## config.mk

```make
export PLATFORM = sky130hd
export DESIGN_NAME = konami_gen
export DESIGN_NICKNAME = d
export VERILOG_FILES = /design/src/rtl/konami_pkg.sv /design/src/rtl/konami_dir_decode.sv /design/src/rtl/konami_gen.sv
export SDC_FILE = /design/constraint.sdc
export NUM_CORES = 1
export LEC_CHECK = 0
export CAP_MARGIN = 20
export CORE_ASPECT_RATIO = 0.6
export CORE_UTILIZATION = 60
export CTS_CLUSTER_DIAMETER = 80
export CTS_CLUSTER_SIZE = 12
export DETAILED_ROUTE_END_ITERATION = 8
export PLACE_DENSITY = 0.84
export SYNTH_ARGS = -nofsm -noshare
export SYNTH_HDL_FRONTEND = slang
export SYNTH_SLANG_ARGS = --single-unit
```

## constraint.sdc

```tcl
create_clock -name clk -period 3.9 [get_ports clk]
set_input_delay 0.39 -clock clk [delete_from_list [all_inputs] [get_ports clk]]
set_output_delay 0.39 -clock clk [all_outputs]
set_load 0.01 [all_outputs]
```

## src/rtl/konami_pkg.sv

```systemverilog
// Shared constants for the Konami-code sequence generator: switch image,
// direction encoding, playback table and FSM state type.
package konami_pkg;

    localparam logic [7:0] AB_CODE = 8'b10101011;

    typedef logic [1:0] dir_t;

    localparam dir_t DIR_UP    = 2'd0;
    localparam dir_t DIR_DOWN  = 2'd1;
    localparam dir_t DIR_LEFT  = 2'd2;
    localparam dir_t DIR_RIGHT = 2'd3;

    localparam dir_t SEQ [0:7] = '{
        DIR_UP, DIR_UP, DIR_DOWN, DIR_DOWN,
        DIR_LEFT, DIR_RIGHT, DIR_LEFT, DIR_RIGHT
    };

    typedef enum logic [2:0] {
        IDLE,
        SETUP,
        PULSE,
        GAP,
        DONE
    } state_t;

endpackage

```

## src/rtl/konami_dir_decode.sv

```systemverilog
// Maps a 2-bit direction plus enable to one-hot button bits {up, down, left, right}.
module konami_dir_decode
    import konami_pkg::*;
(
    input  dir_t       dir,
    input  logic       en,
    output logic [3:0] buttons
);

    always_comb begin
        buttons = 4'b0000;
        if (en) begin
            unique case (dir)
                DIR_UP:    buttons = 4'b1000;
                DIR_DOWN:  buttons = 4'b0100;
                DIR_LEFT:  buttons = 4'b0010;
                DIR_RIGHT: buttons = 4'b0001;
            endcase
        end
    end

endmodule

```

## src/rtl/konami_gen.sv

```systemverilog
// Plays the Konami sequence onto sw/button outputs on a start request.
// Optional abort input is enabled by defining KONAMI_GEN_ABORT_EN.
module konami_gen
    import konami_pkg::*;
#(
    parameter int unsigned SETUP_CYCLES = 2,
    parameter int unsigned PULSE_CYCLES = 1,
    parameter int unsigned GAP_CYCLES   = 3
) (
    input  logic       clk,
    input  logic       reset,
    input  logic       start,
`ifdef KONAMI_GEN_ABORT_EN
    input  logic       abort,
`endif
    output logic [7:0] sw,
    output logic       button_up,
    output logic       button_down,
    output logic       button_left,
    output logic       button_right,
    output logic       busy,
    output logic       done
);

    // A zero-length phase is stretched to one cycle.
    localparam logic [15:0] SETUP_LOAD = 16'((SETUP_CYCLES == 0) ? 0 : SETUP_CYCLES - 1);
    localparam logic [15:0] PULSE_LOAD = 16'((PULSE_CYCLES == 0) ? 0 : PULSE_CYCLES - 1);
    localparam logic [15:0] GAP_LOAD   = 16'((GAP_CYCLES == 0) ? 0 : GAP_CYCLES - 1);

    state_t      state_q, state_d;
    logic [2:0]  step_q, step_d;
    logic [15:0] timer_q, timer_d;
    logic [3:0]  buttons_d;
    logic        abort_req;

`ifdef KONAMI_GEN_ABORT_EN
    assign abort_req = abort;
`else
    assign abort_req = 1'b0;
`endif

    always_comb begin
        state_d = state_q;
        step_d  = step_q;
        timer_d = timer_q;
        unique case (state_q)
            IDLE: begin
                if (start) begin
                    state_d = SETUP;
                    step_d  = 3'd0;
                    timer_d = SETUP_LOAD;
                end
            end
            SETUP: begin
                if (timer_q == 16'd0) begin
                    state_d = PULSE;
                    step_d  = 3'd0;
                    timer_d = PULSE_LOAD;
                end else begin
                    timer_d = timer_q - 16'd1;
                end
            end
            PULSE: begin
                if (timer_q == 16'd0) begin
                    state_d = GAP;
                    timer_d = GAP_LOAD;
                end else begin
                    timer_d = timer_q - 16'd1;
                end
            end
            GAP: begin
                if (timer_q != 16'd0) begin
                    timer_d = timer_q - 16'd1;
                end else if (step_q == 3'd7) begin
                    state_d = DONE;
                end else begin
                    state_d = PULSE;
                    step_d  = step_q + 3'd1;
                    timer_d = PULSE_LOAD;
                end
            end
            DONE: begin
                state_d = IDLE;
                step_d  = 3'd0;
                timer_d = 16'd0;
            end
            default: begin
                state_d = IDLE;
                step_d  = 3'd0;
                timer_d = 16'd0;
            end
        endcase

        if (abort_req && (state_q inside {SETUP, PULSE, GAP})) begin
            state_d = IDLE;
            step_d  = 3'd0;
            timer_d = 16'd0;
        end
    end

    // Outputs are registered from the next state so they line up with it.
    konami_dir_decode u_dir_decode (
        .dir     (SEQ[step_d]),
        .en      (state_d == PULSE),
        .buttons (buttons_d)
    );

    always_ff @(posedge clk or posedge reset) begin
        if (reset) begin
            state_q      <= IDLE;
            step_q       <= 3'd0;
            timer_q      <= 16'd0;
            sw           <= 8'h00;
            button_up    <= 1'b0;
            button_down  <= 1'b0;
            button_left  <= 1'b0;
            button_right <= 1'b0;
            busy         <= 1'b0;
            done         <= 1'b0;
        end else begin
            state_q      <= state_d;
            step_q       <= step_d;
            timer_q      <= timer_d;
            sw           <= (state_d != IDLE) ? AB_CODE : 8'h00;
            button_up    <= buttons_d[3];
            button_down  <= buttons_d[2];
            button_left  <= buttons_d[1];
            button_right <= buttons_d[0];
            busy         <= state_d inside {SETUP, PULSE, GAP};
            done         <= (state_d == DONE);
        end
    end

endmodule

```

; ---- Word level (Yosys, flattened, before mapping)
; Memories as Yosys holds them, arrays and structs flattened.
; Cells that the tools add are included.
[op_classes]
n_lt_le_gt_ge = 1
bitwise_logic = 1
n_eq_ne = 13
mux = 22
reduce_logical = 7
add_sub_neg = 2
[op_table]
columns = cell, n
row1 = 2-to-1 mux 16 bit, 5
row2 = case mux 16 bit (4 select lines), 1
row3 = 2-to-1 mux 3 bit, 9
row4 = case mux 3 bit (4 select lines), 2
row5 = zero test 16 bit, 1
row6 = case mux 4 bit (4 select lines), 1
row7 = nonzero test 16 bit, 1
row8 = "subtractor 16 x 1 -> 16 bit, second input constant", 1
row9 = "equality test 3 x 2 -> 1 bit, second input constant", 4
row10 = 2-to-1 mux 8 bit, 1
row11 = "equality test 3 x 1 -> 1 bit, second input constant", 2
row12 = "equality test 3 bit, second input constant", 2
row13 = nonzero test 3 bit, 2
row14 = "equality test 2 bit, second input constant", 2
row15 = "greater-or-equal comparator 4 bit, second input constant", 1
row16 = 2-to-1 mux 2 bit, 2
row17 = 2-to-1 mux 4 bit, 1
row18 = inverter 3 -> 4 bit, 1
row19 = "adder 3 x 1 -> 3 bit, second input constant", 1
row20 = zero test 3 bit, 1
row21 = "!= test 3 bit, second input constant", 1
row22 = "equality test 2 x 1 -> 1 bit, second input constant", 1
row23 = zero test 2 bit, 1
row24 = "!= test 2 bit, second input constant", 1
row25 = AND reduction 2 bit, 1
[word_totals]
wordCells = 57
romBits = 16
inputBits = 3
mem_count = 1
regBits = 36
output_inout_bits = 14
[memory_table]
columns = memory, words, width, read_ports, rd_ports_with_merged_regs, write_ports, line
row1 = (no name shown), 8, 2, 1, 0, 0, konami_gen.sv:103  ; .dir (SEQ[step_d]),

; ---- Longest topological paths before layout
[depth]
ltp_word = 11
ltp_mapped = 9
ltp_nobuf = 7

; ---- Hierarchy
; From an unflattened synthesis, not the netlist that was laid out.
[unflattened]
hier_cells = 163
area_unflattened_um2 = 1551.5
[by_module_without_submodules]
columns = mod, seq_area_each_um2, n_inst, cells_per_inst, area_each_um2
row1 = konami_gen, 725.7, 1, 159, 1514.0
row2 = konami_dir_decode, 0.0, 1, 4, 37.5

; ---- Worst setup path before layout
; No wires, ideal clock.
[synth_path]
kind = reg-to-reg
startpoint = register timer_q[0]
endpoint = register timer_q[9]
slack_ps = 2093
stages_incl_launch_ff = 10
setup_time_ps = 119
arrival_ps = 1688
required_ps = 3781
path_buffers = 2
synth_period_minus_slack_ps = 1807
cell_sequence = dfrtp_1 inv_1 ha_1 nor4b_2 and4_1 buf_4 o21ai_2 a21oi_2 buf_6 nor2_1
[synth_between]
elab_chain_cells = 3
word_cells_on_any_way = 9
cone_classes = add/sub (1) / eq/ne (1) / mux (4) / reduce/logical (3)
[synth_rtl]
columns = item, line
row1 = start: declaration, konami_gen.sv:32  ; logic [15:0] timer_q, timer_d;
row2 = start signal: assignment, konami_gen.sv:123  ; timer_q <= timer_d;
row3 = "subtractor 16 x 1 -> 16 bit, or another cell as far along", "konami_gen.sv:60, konami_gen.sv:68, konami_gen.sv:73"
row4 = "2-to-1 mux 16 bit, or another cell as far along", konami_gen.sv:72  ; if (timer_q != 16'd0) begin
row5 = case mux 16 bit (4 select lines) / AND reduction 2 bit (equally long branches), n/a
; Several ways; a longest one is shown, not always the timed one.
; A chain may end at the register's enable or synchronous reset.

; ---- Worst setup path in the final report
[layout_path]
startpoint = register timer_q[0]
endpoint = register button_left
[layout_between]
elab_chain_cells = 10
word_cells_on_any_way = 20
cone_classes = eq/ne (4) / mux (11) / bitwise (1) / reduce/logical (3) / memory (1)
[layout_rtl]
columns = item, line
row1 = nonzero test 16 bit / zero test 16 bit (equally long branches), "konami_gen.sv:72, konami_gen.sv:55"
row2 = 2-to-1 mux 3 bit (on tied branches), "konami_gen.sv:72, konami_gen.sv:55"
row3 = case mux 3 bit (4 select lines) *, konami_gen.sv:46  ; unique case (state_q)
row4 = net step_d[2], konami_gen.sv:31  ; logic [2:0] step_q, step_d;
row5 = inverter 3 -> 4 bit (implied by the code) *, konami_gen.sv:103
row6 = memory read (8 x 2 bit) *, n/a
row7 = 2-to-1 mux 2 bit (implied by the code) * (2 in a row), konami_gen.sv:103
row8 = "equality test 2 bit, or another cell as far along", konami_dir_decode.sv:13  ; unique case (dir)
row9 = case mux 4 bit (4 select lines) *, konami_dir_decode.sv:13
row10 = 2-to-1 mux 4 bit *, konami_dir_decode.sv:12  ; if (en) begin
row11 = net buttons_d[1], konami_gen.sv:33  ; logic [3:0] buttons_d;
row12 = end signal: assignment, konami_gen.sv:127  ; button_left <= buttons_d[1];
row13 = end: declaration, konami_gen.sv:19  ; output logic button_left,
; Mark *: on every way through the listed nets, which the timed path passes. The rest lies on a longest branch. The select of a mux whose other input is x is not followed.

==> metrics.yaml <==
yosys:
  ys.flop_type: "dfrtp_1"
  synth.area.top_cells: "dfrtp_1 44%, xor2_1 5.4%, buf_4 4.1%, nor2_1 3.9%, o2111ai_1 3.2%"
  synth_top_family_by_area: "simple AND/OR/NAND/NOR gates"
  synthXorXnorAreaFrac: 0.0590
  synth-compound-area-share: 0.132
  yosys.area.top_type: "dfrtp_1"
  synth_fa_ha_area_frac: 0.0230
  synth_common_cells: "29 x dfrtp_1, 17 x nor2_1, 10 x nor3_1, 10 x xor2_1, 9 x buf_4"
  ys_warn_count: 0
  synth_cells: 164
  ys_ff_latch: 29
  synth.mux.area_fraction: 0
  synth-edff-count: 0
  synth.distinct_cells: 38
  syn_area_per_cell_sq_um: 9.96
  yosysTopAreaCellShare: 0.444
  ys_seq_area_frac: 0.444
  synth.most_common_cell: "dfrtp_1"
  synthSimpleGateAreaFrac: 0.264
  synthArstFlopShare: 1.00
  synth_area_sq_mm: 0.00163
detailed_routing:
  post-route-drc-count: 0
  drt-initial-drc-count: 182
  dr.pass1.iters: 4
  wirelength_mm: 3.35
  ant_nets: 0
  avgRoutedWirePerCell_um: 16.2
  vias_per_cell: 6.33
  vias: 1305
sta:
  tns_ns: 0
  period_share: 0.594
  fin_skew_ns: 0.00444
  timing.final.ws_setup_ns: 1.58
  setup_viol: 0
  fin_crit_ns: 2.32
  max_freq_mhz: 432
  hold_violations: 0
  worstMarginPinSlew_ns: 0.749
  maxSlewHeadroom: 0.501
  grt_setup_unrepaired: "no"
  finalMaxSlewViolations: 0
final_layout:
  nNetsFinal: 179
  postLayoutCellArea_sq_mm: 0.00184
  synthToLayoutAreaGrowth_pct: 12.4
  layout-drive-gt1-share: 0.149
  antennaDiodeCount: 0
  fin_cells: 206
clock_tree:
  clkLatencyLatePin_ns: 0.28
  cts_max_level: 2
  clock_path_buffers: 2
  cts-resized-gates: 0
  numCtsBuffers: 5
  cts.clk_slew.worst_paths_ns: 0.06
  ctsHoldBuffers: 0
  cts_root_buffer: "clkbuf_8"
  postCtsSetupBuffers: 0
  cts_tree: "done"
  clock-sinks: 29
flow_run:
  maxCapViolations: 0
placed_design:
  numPlacedInstances: 197
  place_ws_ns: 1.41
  routabilityCongestion: 0.890
  io_buffer_count: 13
  dp_hpwl_mm: 2.27
  place_area_sq_mm: 0.00171
grt:
  antenna_found_initial: 0
  grt-ovfl-total: 0
  grt_pass1_vias: 1130
  grt_max_degree: 30
  grt_pass1_wl_mm: 5.53
  track_usage: 0.256
power:
  power_leakage_uw: 0.000758
  p_per_area_mw_per_mm2: 649
  peakVddDrop_mv: 0.374
floorplanning:
  design.core.area_sq_mm: 0.00254
  die_w_um: 69.3
  die_area_sq_mm: 0.00294
  initial_utilization: 0.643
  io_pins: 17
  num_rows: 14
  die_h_um: 42.4
critical_path:
  worstSetupStartpointType: "flip-flop"
  path_max_fanout: 13
  cp.arrival_ns: 2.49
  endpoint_kind: "flip-flop"
  required_ns: 4.07
  critPathKind: "flip-flop to flip-flop"
worst_hold_path:
  holdCritPathClass: "primary input to async pin"
outcome:
  status: "completed"
[flip-flops by register name, indices dropped and copies added, names as in the netlist]
signal	count
button_down	1
timer_q	16
sw	1
step_q	3
button_right	1
done	1
state_q	3
button_left	1
busy	1
button_up	1
[critical path, cell delays in order (launching register included)]
cell	delay (ns)
dfrtp_1	0.42
inv_1	0.10
ha_1	0.14
nor4b_2	0.30
nand4_2	0.42
nor3_1	0.33
o21ai_0	0.24
and3b_1	0.25
[cells by family (layout without fill, tap and decap cells)]
family	count (synthesis)	count (layout)
compound gates	32	32
xor+xnor	11	11
fa+ha+maj	3	3
buf+inv	19	27
flops	29	29
other cells	1	3
simple gates	69	69
[placed cells by master (no fill, tap or decap), types with 5 or more instances in the layout]
master / count
o2111ai_1: 6
a21oi_1: 8
clkdlybuf4s50_1: 13
xor2_1: 10
o21ai_0: 7
inv_1: 5
nor2_1: 17
nand3_1: 7
dfrtp_1: 29
clkbuf_8: 7
nor3_1: 10
nor2_2: 5
nand2_1: 6
o211ai_1: 5
[through the flow]
stage	total power (uW)	hold slack, ns	utilization
after detailed placement	904	0.510	0.672
final	1190	0.451	0.723
after global placement	875	0.504	0.672
after global routing	1260	0.509	0.723
after CTS	1180	0.527	0.712
after floorplan	814	0.468	-
[routing by layer]
| metal | vias to the layer above | part of all wire | global-route usage |
|---|---|---|---|
| li1 | 598 | - | - |
| met1 | 615 | 0.44 | 0.346 |
| met2 | 74 | 0.42 | 0.348 |
| met3 | 18 | 0.10 | 0.101 |
| met4 | 0 | 0.037 | 0.147 |
| met5 | - | 0 | 0 |
[final timing paths]
path | startpoint | end | slack [ns] | cells after the start
min in group clk | step_q[0]$_DFF_PP0_ | step_q[0]$_DFF_PP0_ | 0.52 | 1
min | reset | done$_DFF_PP0_ | 0.45 | 2
max in group asynchronous | reset | timer_q[15]$_DFFE_PP0P_ | 2.99 | 3
max reg2reg | timer_q[0]$_DFFE_PP0P_ | button_left$_DFF_PP0_ | 1.58 | 7
max | timer_q[0]$_DFFE_PP0P_ | button_left$_DFF_PP0_ | 1.58 | 7
min reg2reg | step_q[0]$_DFF_PP0_ | step_q[0]$_DFF_PP0_ | 0.52 | 1
[power breakdown]
| group | leakage, uW | internal, uW | switching (uW) |
|---|---|---|---|
| logic | 0.000342 | 160 | 216 |
| clock network | 0.0000542 | 159 | 111 |
| registers | 0.000362 | 397 | 149 |
[layout make-up]
cell class / count / area [sq um]
clock buffers: 7 / 96.3
clock inverters: 1 / 5.00
inverters: 5 / 18.8
well taps: 32 / 40.0
flip-flops and latches: 29 / 726
multi-input cells: 118 / 792
repair buffers: 14 / 158
fillers: 174 / 704
No activity file was read; power rests on OpenSTA's default activity.
